File: src/rtl/even_toggle_gen_if.sv
// Control/serial bundle between the test sequencer (master) and the
// toggle-pair generator (slave).
interface even_toggle_gen_if #(
  parameter int CNT_W  = 8,
  parameter int HOLD_W = 4
);
  logic              start;
  logic [CNT_W-1:0]  pairs;
  logic [HOLD_W-1:0] hold;
  logic              init_lvl;
  logic              d_out;
  logic              busy;
  logic              pair_strobe;
  logic              done;

  modport master (
    output start, pairs, hold, init_lvl,
    input  d_out, busy, pair_strobe, done
  );

  modport slave (
    input  start, pairs, hold, init_lvl,
    output d_out, busy, pair_strobe, done
  );
endinterface

File: src/rtl/even_toggle_gen.sv
// Toggle-pair stimulus generator: lead-in level, then P toggle pairs with each
// level held H cycles. Outputs are registered copies of the next-state values.
module even_toggle_gen #(
  parameter int CNT_W  = 8,
  parameter int HOLD_W = 4
) (
  input logic              clk,
  input logic              reset_n,
  even_toggle_gen_if.slave bus
);
  typedef enum logic [2:0] {
    IDLE = 3'd0,
    LEAD = 3'd1,
    TOG1 = 3'd2,
    TOG2 = 3'd3,
    FIN  = 3'd4
  } state_t;

  localparam logic [HOLD_W-1:0] HOLD_ZERO = {HOLD_W{1'b0}};
  localparam logic [HOLD_W-1:0] HOLD_ONE  = {{(HOLD_W-1){1'b0}}, 1'b1};
  localparam logic [CNT_W-1:0]  CNT_ZERO  = {CNT_W{1'b0}};
  localparam logic [CNT_W-1:0]  CNT_ONE   = {{(CNT_W-1){1'b0}}, 1'b1};

  state_t            state_r, state_s;
  logic [HOLD_W-1:0] hold_cnt_r, hold_cnt_s;
  logic [HOLD_W-1:0] h_r, h_s, h_in_s;
  logic [CNT_W-1:0]  pair_cnt_r, pair_cnt_s;
  logic              lvl_r, lvl_s;
  logic              d_out_r, d_out_s;
  logic              busy_r, busy_s;
  logic              strobe_r, strobe_s;
  logic              done_r, done_s;
  logic              hold_exp_s;

  // Next-state, counter and output computation.
  always_comb begin
    state_s    = state_r;
    hold_cnt_s = hold_cnt_r;
    h_s        = h_r;
    pair_cnt_s = pair_cnt_r;
    lvl_s      = lvl_r;
    d_out_s    = d_out_r;
    busy_s     = busy_r;
    strobe_s   = 1'b0;
    done_s     = 1'b0;
    hold_exp_s = (hold_cnt_r == HOLD_ZERO);
    h_in_s     = (bus.hold == HOLD_ZERO) ? HOLD_ONE : bus.hold;

    case (state_r)
      IDLE: begin
        busy_s = 1'b0;
        if (bus.start) begin
          h_s        = h_in_s;
          lvl_s      = bus.init_lvl;
          pair_cnt_s = bus.pairs;
          busy_s     = 1'b1;
          if (bus.pairs == CNT_ZERO) begin
            state_s = FIN;
            done_s  = 1'b1;
          end else begin
            state_s    = LEAD;
            hold_cnt_s = h_in_s - HOLD_ONE;
            d_out_s    = bus.init_lvl;
          end
        end else begin
          state_s = IDLE;
        end
      end
      LEAD: begin
        if (hold_exp_s) begin
          state_s    = TOG1;
          hold_cnt_s = h_r - HOLD_ONE;
          d_out_s    = ~lvl_r;
        end else begin
          hold_cnt_s = hold_cnt_r - HOLD_ONE;
        end
      end
      TOG1: begin
        if (hold_exp_s) begin
          state_s    = TOG2;
          hold_cnt_s = h_r - HOLD_ONE;
          d_out_s    = lvl_r;
          strobe_s   = 1'b1;
          // Saturating decrement: the counter never wraps below zero.
          if (pair_cnt_r != CNT_ZERO) begin
            pair_cnt_s = pair_cnt_r - CNT_ONE;
          end else begin
            pair_cnt_s = CNT_ZERO;
          end
        end else begin
          hold_cnt_s = hold_cnt_r - HOLD_ONE;
        end
      end
      TOG2: begin
        if (hold_exp_s) begin
          if (pair_cnt_r != CNT_ZERO) begin
            state_s    = TOG1;
            hold_cnt_s = h_r - HOLD_ONE;
            d_out_s    = ~lvl_r;
          end else begin
            state_s = FIN;
            done_s  = 1'b1;
            d_out_s = lvl_r;
          end
        end else begin
          hold_cnt_s = hold_cnt_r - HOLD_ONE;
        end
      end
      FIN: begin
        state_s = IDLE;
        busy_s  = 1'b0;
      end
      default: begin
        state_s    = IDLE;
        busy_s     = 1'b0;
        hold_cnt_s = HOLD_ZERO;
        pair_cnt_s = CNT_ZERO;
      end
    endcase
  end

  // State, counters, latched parameters and registered outputs.
  always_ff @(posedge clk or negedge reset_n) begin
    if (!reset_n) begin
      state_r    <= IDLE;
      hold_cnt_r <= HOLD_ZERO;
      h_r        <= HOLD_ZERO;
      pair_cnt_r <= CNT_ZERO;
      lvl_r      <= 1'b0;
      d_out_r    <= 1'b0;
      busy_r     <= 1'b0;
      strobe_r   <= 1'b0;
      done_r     <= 1'b0;
    end else begin
      state_r    <= state_s;
      hold_cnt_r <= hold_cnt_s;
      h_r        <= h_s;
      pair_cnt_r <= pair_cnt_s;
      lvl_r      <= lvl_s;
      d_out_r    <= d_out_s;
      busy_r     <= busy_s;
      strobe_r   <= strobe_s;
      done_r     <= done_s;
    end
  end

  assign bus.d_out       = d_out_r;
  assign bus.busy        = busy_r;
  assign bus.pair_strobe = strobe_r;
  assign bus.done        = done_r;
endmodule

File: src/flat_wrapper.sv
// flat-port wrapper written by rule: the top's interface ports become plain ports
module even_toggle_gen_flat 
#(
  parameter int CNT_W  = 8,
  parameter int HOLD_W = 4
)
  (clk, reset_n, bus_start, bus_pairs, bus_hold, bus_init_lvl, bus_d_out, bus_busy, bus_pair_strobe, bus_done);
  even_toggle_gen_if #(.CNT_W(CNT_W), .HOLD_W(HOLD_W)) bus_i ();
  input logic clk;
  input logic reset_n;
  input wire logic [$bits(bus_i.start)-1:0] bus_start;
  input wire logic [$bits(bus_i.pairs)-1:0] bus_pairs;
  input wire logic [$bits(bus_i.hold)-1:0] bus_hold;
  input wire logic [$bits(bus_i.init_lvl)-1:0] bus_init_lvl;
  output wire logic [$bits(bus_i.d_out)-1:0] bus_d_out;
  output wire logic [$bits(bus_i.busy)-1:0] bus_busy;
  output wire logic [$bits(bus_i.pair_strobe)-1:0] bus_pair_strobe;
  output wire logic [$bits(bus_i.done)-1:0] bus_done;
  assign bus_i.start = bus_start;
  assign bus_i.pairs = bus_pairs;
  assign bus_i.hold = bus_hold;
  assign bus_i.init_lvl = bus_init_lvl;
  assign bus_d_out = bus_i.d_out;
  assign bus_busy = bus_i.busy;
  assign bus_pair_strobe = bus_i.pair_strobe;
  assign bus_done = bus_i.done;
  even_toggle_gen #(.CNT_W(CNT_W), .HOLD_W(HOLD_W)) u_core (.clk(clk), .reset_n(reset_n), .bus(bus_i));
endmodule
File: config.mk
export PLATFORM = sky130hd
export DESIGN_NAME = even_toggle_gen_flat
export DESIGN_NICKNAME = d
export VERILOG_FILES = /design/src/rtl/even_toggle_gen_if.sv /design/src/rtl/even_toggle_gen.sv /design/src/flat_wrapper.sv
export SDC_FILE = /design/constraint.sdc
export NUM_CORES = 1
export LEC_CHECK = 0
export CORE_MARGIN = 10
export CORE_UTILIZATION = 67
export DETAILED_ROUTE_END_ITERATION = 10
export DONT_BUFFER_PORTS = 1
export PLACE_DENSITY_LB_ADDON = 0.2
export SYNTH_ARGS = -nofsm -noshare
export SYNTH_HDL_FRONTEND = slang
export SYNTH_SLANG_ARGS = --single-unit
File: constraint.sdc
create_clock -name clk -period 2.7 [get_ports clk]
set_input_delay 0.54 -clock clk [delete_from_list [all_inputs] [get_ports clk]]
set_output_delay 0.54 -clock clk [all_outputs]
set_load 0.01 [all_outputs]
== Word level (Yosys, flattened, before mapping) ==
Cells that the tools add are included.

* Word-level logic and storage cells: 74
* Bits of input ports: 16
* Output and inout bits: 4
* Flip-flop bits (word level): 24

* Equality and inequality tests: 10
* Reductions and logical operators: 14
* Mux-type cells: 34
* Add/subtract/negate cells: 4
* Bitwise gates (word level): 3

{| class="wikitable"
|+ Operator list
! operator !! count
|-
| 2-to-1 mux 4 bit || 6
|-
| 2-to-1 mux 8 bit || 3
|-
| one-hot mux 8 bit (3 select lines) || 1
|-
| 2-to-1 mux 3 bit || 6
|-
| one-hot mux 4 bit (4 select lines) || 1
|-
| 2-to-1 mux 1 bit || 13
|-
| one-hot mux 3 bit (4 select lines) || 1
|-
| subtractor 4 x 1 -> 4 bit, second input constant || 3
|-
| logical NOT 4 bit || 2
|-
| logical NOT 8 bit || 1
|-
| nonzero test 8 bit || 1
|-
| subtractor 8 x 1 -> 8 bit, second input constant || 1
|-
| equality test 3 x 2 -> 1 bit, second input constant || 2
|-
| != test 2 x 1 -> 1 bit, second input constant || 3
|-
| AND reduction 3 bit || 2
|-
| AND reduction 6 bit || 1
|-
| OR reduction 3 bit || 2
|-
| != test 2 bit, second input constant || 2
|-
| one-hot mux 1 bit (2 select lines) || 2
|-
| one-hot mux 1 bit (4 select lines) || 1
|-
| AND reduction 4 bit || 1
|-
| nonzero test 4 bit || 1
|-
| equality test 3 x 1 -> 1 bit, second input constant || 1
|-
| equality test 3 bit, second input constant || 1
|-
| other kinds (5) || 7
|}

== Longest topological paths before layout ==
* Depth after elaboration: 6
* Mapped depth: 8
* Mapped depth without buffers: 7

== Least setup slack after synthesis ==
Ideal clock, no wire load.

* Kind: register to register
* Start point: register u_core.hold_cnt_r[1]
* End point: register u_core.hold_cnt_r[2]
* Arrival: 1.764 ns
* Period minus slack after synthesis: 1.859 ns
* Setup slack: 0.841 ns
* Data required time: 2.605 ns
* Stages on the path, launching flop included: 8
* Library setup time: 0.095 ns
* Buffers on the path: 0
* Cells stage by stage: dfrtp_1 nor4_2 a211oi_1 nor2_1 inv_1 ha_1 xor2_1 o31ai_1

* Longest elaborated chain between the ends: 3
* Elaborated cells between the ends (all ways): 7
* Those cells by class: add/sub: 1; eq/ne: 1; mux: 3; reduce/logical: 2

{| class="wikitable"
|+ Ends and longest elaborated chain
! element !! RTL line !! RTL
|-
| start: declaration || even_toggle_gen.sv:25 || <nowiki>logic [HOLD_W-1:0] hold_cnt_r, hold_cnt_s;</nowiki>
|-
| start signal: assignment || even_toggle_gen.sv:136 || <nowiki>hold_cnt_r <= hold_cnt_s;</nowiki>
|-
| subtractor 4 x 1 -> 4 bit / logical NOT 4 bit (equally long branches) || n/a ||
|-
| 2-to-1 mux 4 bit, or another cell as far along || even_toggle_gen.sv:95 || <nowiki>if (hold_exp_s) begin</nowiki>
|-
| one-hot mux 4 bit (4 select lines) / AND reduction 4 bit (equally long branches) || n/a ||
|}

Parallel ways exist; a longest one is shown, timed or not.
A chain may end at the register's enable or synchronous reset.

== Worst setup path in the final report ==
* Start point: register u_core.hold_cnt_r[0]
* End point: register u_core.hold_cnt_r[2]

Same word-level chain as after synthesis.

==> metrics.yaml <==
outcome:
  outcome: "completed"
floorplanning:
  die_w_um: 66.9
  initial_core_util_pct: 73.0
  dieArea_um2: 4480
  die_h_um: 66.9
  core_um2: 2020
  io_pins: 20
  std_cell_rows: 16
sta:
  drv_slew: 0
  hold-worst-slack_ns: 0.353
  worst_pin_slew_ns: 1.07
  rsz0062_at_grt: "no"
  hold_viol: 0
  relSlewSlack_pct: 28.4
  tns_ns: 0
  timing.fmax_ghz: 0.449
  setup_violations: 0
  min_period_ns: 2.23
  period_share_pct: 82.6
  fin_skew_ns: 0.00705
  timing.final.ws_setup_ns: 0.471
global_routing:
  grt_pass1_wl_mm: 5.52
  grt_antenna_before_repair: 0
  gr-total-overflow: 0
  grt_pass1_vias: 1215
  grt_usage_pct: 15.5
  grt_max_degree: 25
pwr:
  irDropWorstVdd_v: 0.000794
  p_seq_share_pct: 41.9
  power_frac_comb_pct: 46.6
  pwr_density_cell_nw_per_um2: 1110
  clockPowerShare_pct: 11.5
  swShare_pct: 44.0
  finalPower_mw: 1.68
  internal-power_mw: 0.939
  p_sw_mw: 0.737
  power.leakage_nw: 0.571
detailed_routing:
  vias_per_cell: 6.69
  drt_iter0_drc: 137
  firstDrtPassIters: 4
  wl_per_cell_um: 18.2
  vias: 1198
  drc: 0
  final_antenna_net_count: 0
  wl_mm: 3.25
worst_setup_path:
  cpPeakStageDelay_ns: 0.61
  r2r-start: "u_core.hold_cnt_r[0]"
  endpoint_kind: "flip-flop"
  worstReg2RegEnd: "u_core.hold_cnt_r[2]"
  cp_top_family: "simple AND/OR/NAND/NOR gates"
  r2r_cells: 7
  cp.buffers_inverters: 1
  crit_arrival_ns: 2.46
  slowest_stage: "nor4_2"
  path_depth: 7
  crit_chain: "nor4_2 -> a211oi_1 -> nor2_1 -> inv_1 -> ha_1 -> xor2_1 -> o31ai_1"
  path_class: "flip-flop to flip-flop"
  crit_start: "u_core.hold_cnt_r[0]"
  crit_fanout: 6
  r2r_slack_ns: 0.47
  required_ns: 2.93
  worst_setup_path_start_kind: "flip-flop"
  crit_end: "u_core.hold_cnt_r[2]"
placement:
  place_congestion: 0.853
  numPortBuffers: 0
  hpwl_mm: 2.48
  place_ws_ns: 0.560
worst_hold_path:
  min-delay-start: "bus_init_lvl"
  hold_path_class: "input pin to flip-flop"
clock_tree:
  numCtsBuffers: 3
  clockRootBuffer: "clkbuf_4"
  cts.clk_slew.worst_paths_ns: 0.13
  clock_latency_ns: 0.32
  cts_tree: "done"
  cts_buffer_depth: 2
  cts.sinks: 24
  post_cts_resized: 0
  htree_levels: 1
logic_synthesis:
  synth_seq_cells: 24
  yosys_warnings: 0
  synth_area_um2: 1480
  syn_inst: 152
  ys_seq_area_share_pct: 40.7
  yosysUniqueCellTypes: 48
  syn_nets: 171
  synth.avg_cell_area_um2: 9.71
finish:
  drive_gt1_share_pct: 17.1
  layout_common_cells: "24 x dfrtp_1, 12 x nor2_1, 11 x nand2_1"
  syn_to_final_growth_pct: 2.54
  final_util_pct: 74.9
  final_common_cell: "dfrtp_1"
  fillers: 145
  diodes: 0
  fin_nets: 172
job:
  drv_cap: 0
## metrics by stage
step / cells / cell area (µm²)
2_1_floorplan: 152 / 1480
3_3_place_gp: 174 / 1470
3_5_place_dp: 174 / 1470
4_1_cts: 179 / 1510
5_1_grt: 179 / 1510
6_report: 179 / 1510
## cell usage after synthesis, drive strengths merged
master / count / area [µm²]
or3b: 1 / 8.76
dfrtp: 24 / 601
nand4: 1 / 6.26
or4: 1 / 11.3
o21ba: 1 / 10.0
nand2: 12 / 47.6
a21oi: 11 / 58.8
mux2: 5 / 56.3
o32ai: 2 / 32.5
a211oi: 3 / 22.5
xor2: 2 / 17.5
a31oi: 3 / 18.8
nor4b: 2 / 17.5
o41ai: 1 / 8.76
and3b: 1 / 8.76
nor4: 4 / 46.3
nand3: 3 / 25.0
o211ai: 1 / 12.5
and2: 1 / 6.26
a32oi: 1 / 8.76
nor2: 12 / 45.0
nand2b: 1 / 6.26
buf: 5 / 42.5
o21bai: 1 / 7.51
nor2b: 2 / 15.0
o31ai: 4 / 30.0
a21o: 1 / 7.51
ha: 3 / 37.5
a22oi: 4 / 30.0
or2: 2 / 12.5
o21ai: 17 / 88.8
nor3: 6 / 40.0
nor3b: 2 / 20.0
inv: 8 / 30.0
o22ai: 4 / 38.8
## metal layers
metal  part of all wire [%]  up-vias  track usage, %
met5                      0        -               0
met4                    1.3        0            5.64
met3                    9.5        4            5.02
met2                     50       52            27.0
met1                     39      577            17.0
li1                       -      565               -
## cells by family after synthesis
logic type / count (synthesis) / share of synthesized area (%)
and+or+nand+nor: 51 / 21.4
AOI/OAI and AO/OA: 54 / 25.4
adders and majority gates: 3 / 2.54
buffers and inverters: 13 / 4.91
muxes: 5 / 3.81
xor gates and xnor gates: 2 / 1.19
DFF: 24 / 40.7
## power groups by stage
stage	Clock [mW]	Combinational, mW	Sequential [mW]
finish	0.193	0.780	0.702
global route	0.205	0.867	0.728
CTS	0.193	0.773	0.696
detailed placement	0	0.758	0.705
global placement	0	0.724	0.692
floorplan	0	0.689	0.619
## cell type report
class | instances | area, µm² | area share (%)
Multi-Input combinational cell | 115 | 803 | 53.1
Timing Repair Buffer | 1 | 10.0 | 0.661
Sequential cell | 24 | 601 | 39.7
Clock buffer | 4 | 36.3 | 2.40
Tap cell | 27 | 33.8 | 2.23
Inverter | 8 | 30.0 | 1.98
## how the worst min path moves through the flow
stage	endpoint	slack, ns	cells after the start
detailed placement	u_core.pair_cnt_r[1]	0.25	0
CTS	u_core.lvl_r	0.36	1
global route	u_core.h_r[3]	0.35	1
finish	u_core.lvl_r	0.35	1
global placement	u_core.pair_cnt_r[1]	0.25	0
floorplan	u_core.bus.busy	0.24	0
## flip-flops by register name, indices dropped and copies added (netlist names)
signal                  flops
u_core.bus.busy             1
u_core.hold_cnt_r           4
u_core.lvl_r                1
u_core.pair_cnt_r           8
u_core.bus.pair_strobe      1
u_core.state_r              3
u_core.bus.d_out            1
u_core.bus.done             1
u_core.h_r                  4
## what timing repair did
item,4_1_cts,5_1_grt
buffers inserted,0,0
hold buffers,1,0
endpoints found under the hold margin,24,0
Power figures use the tool's default switching activity.
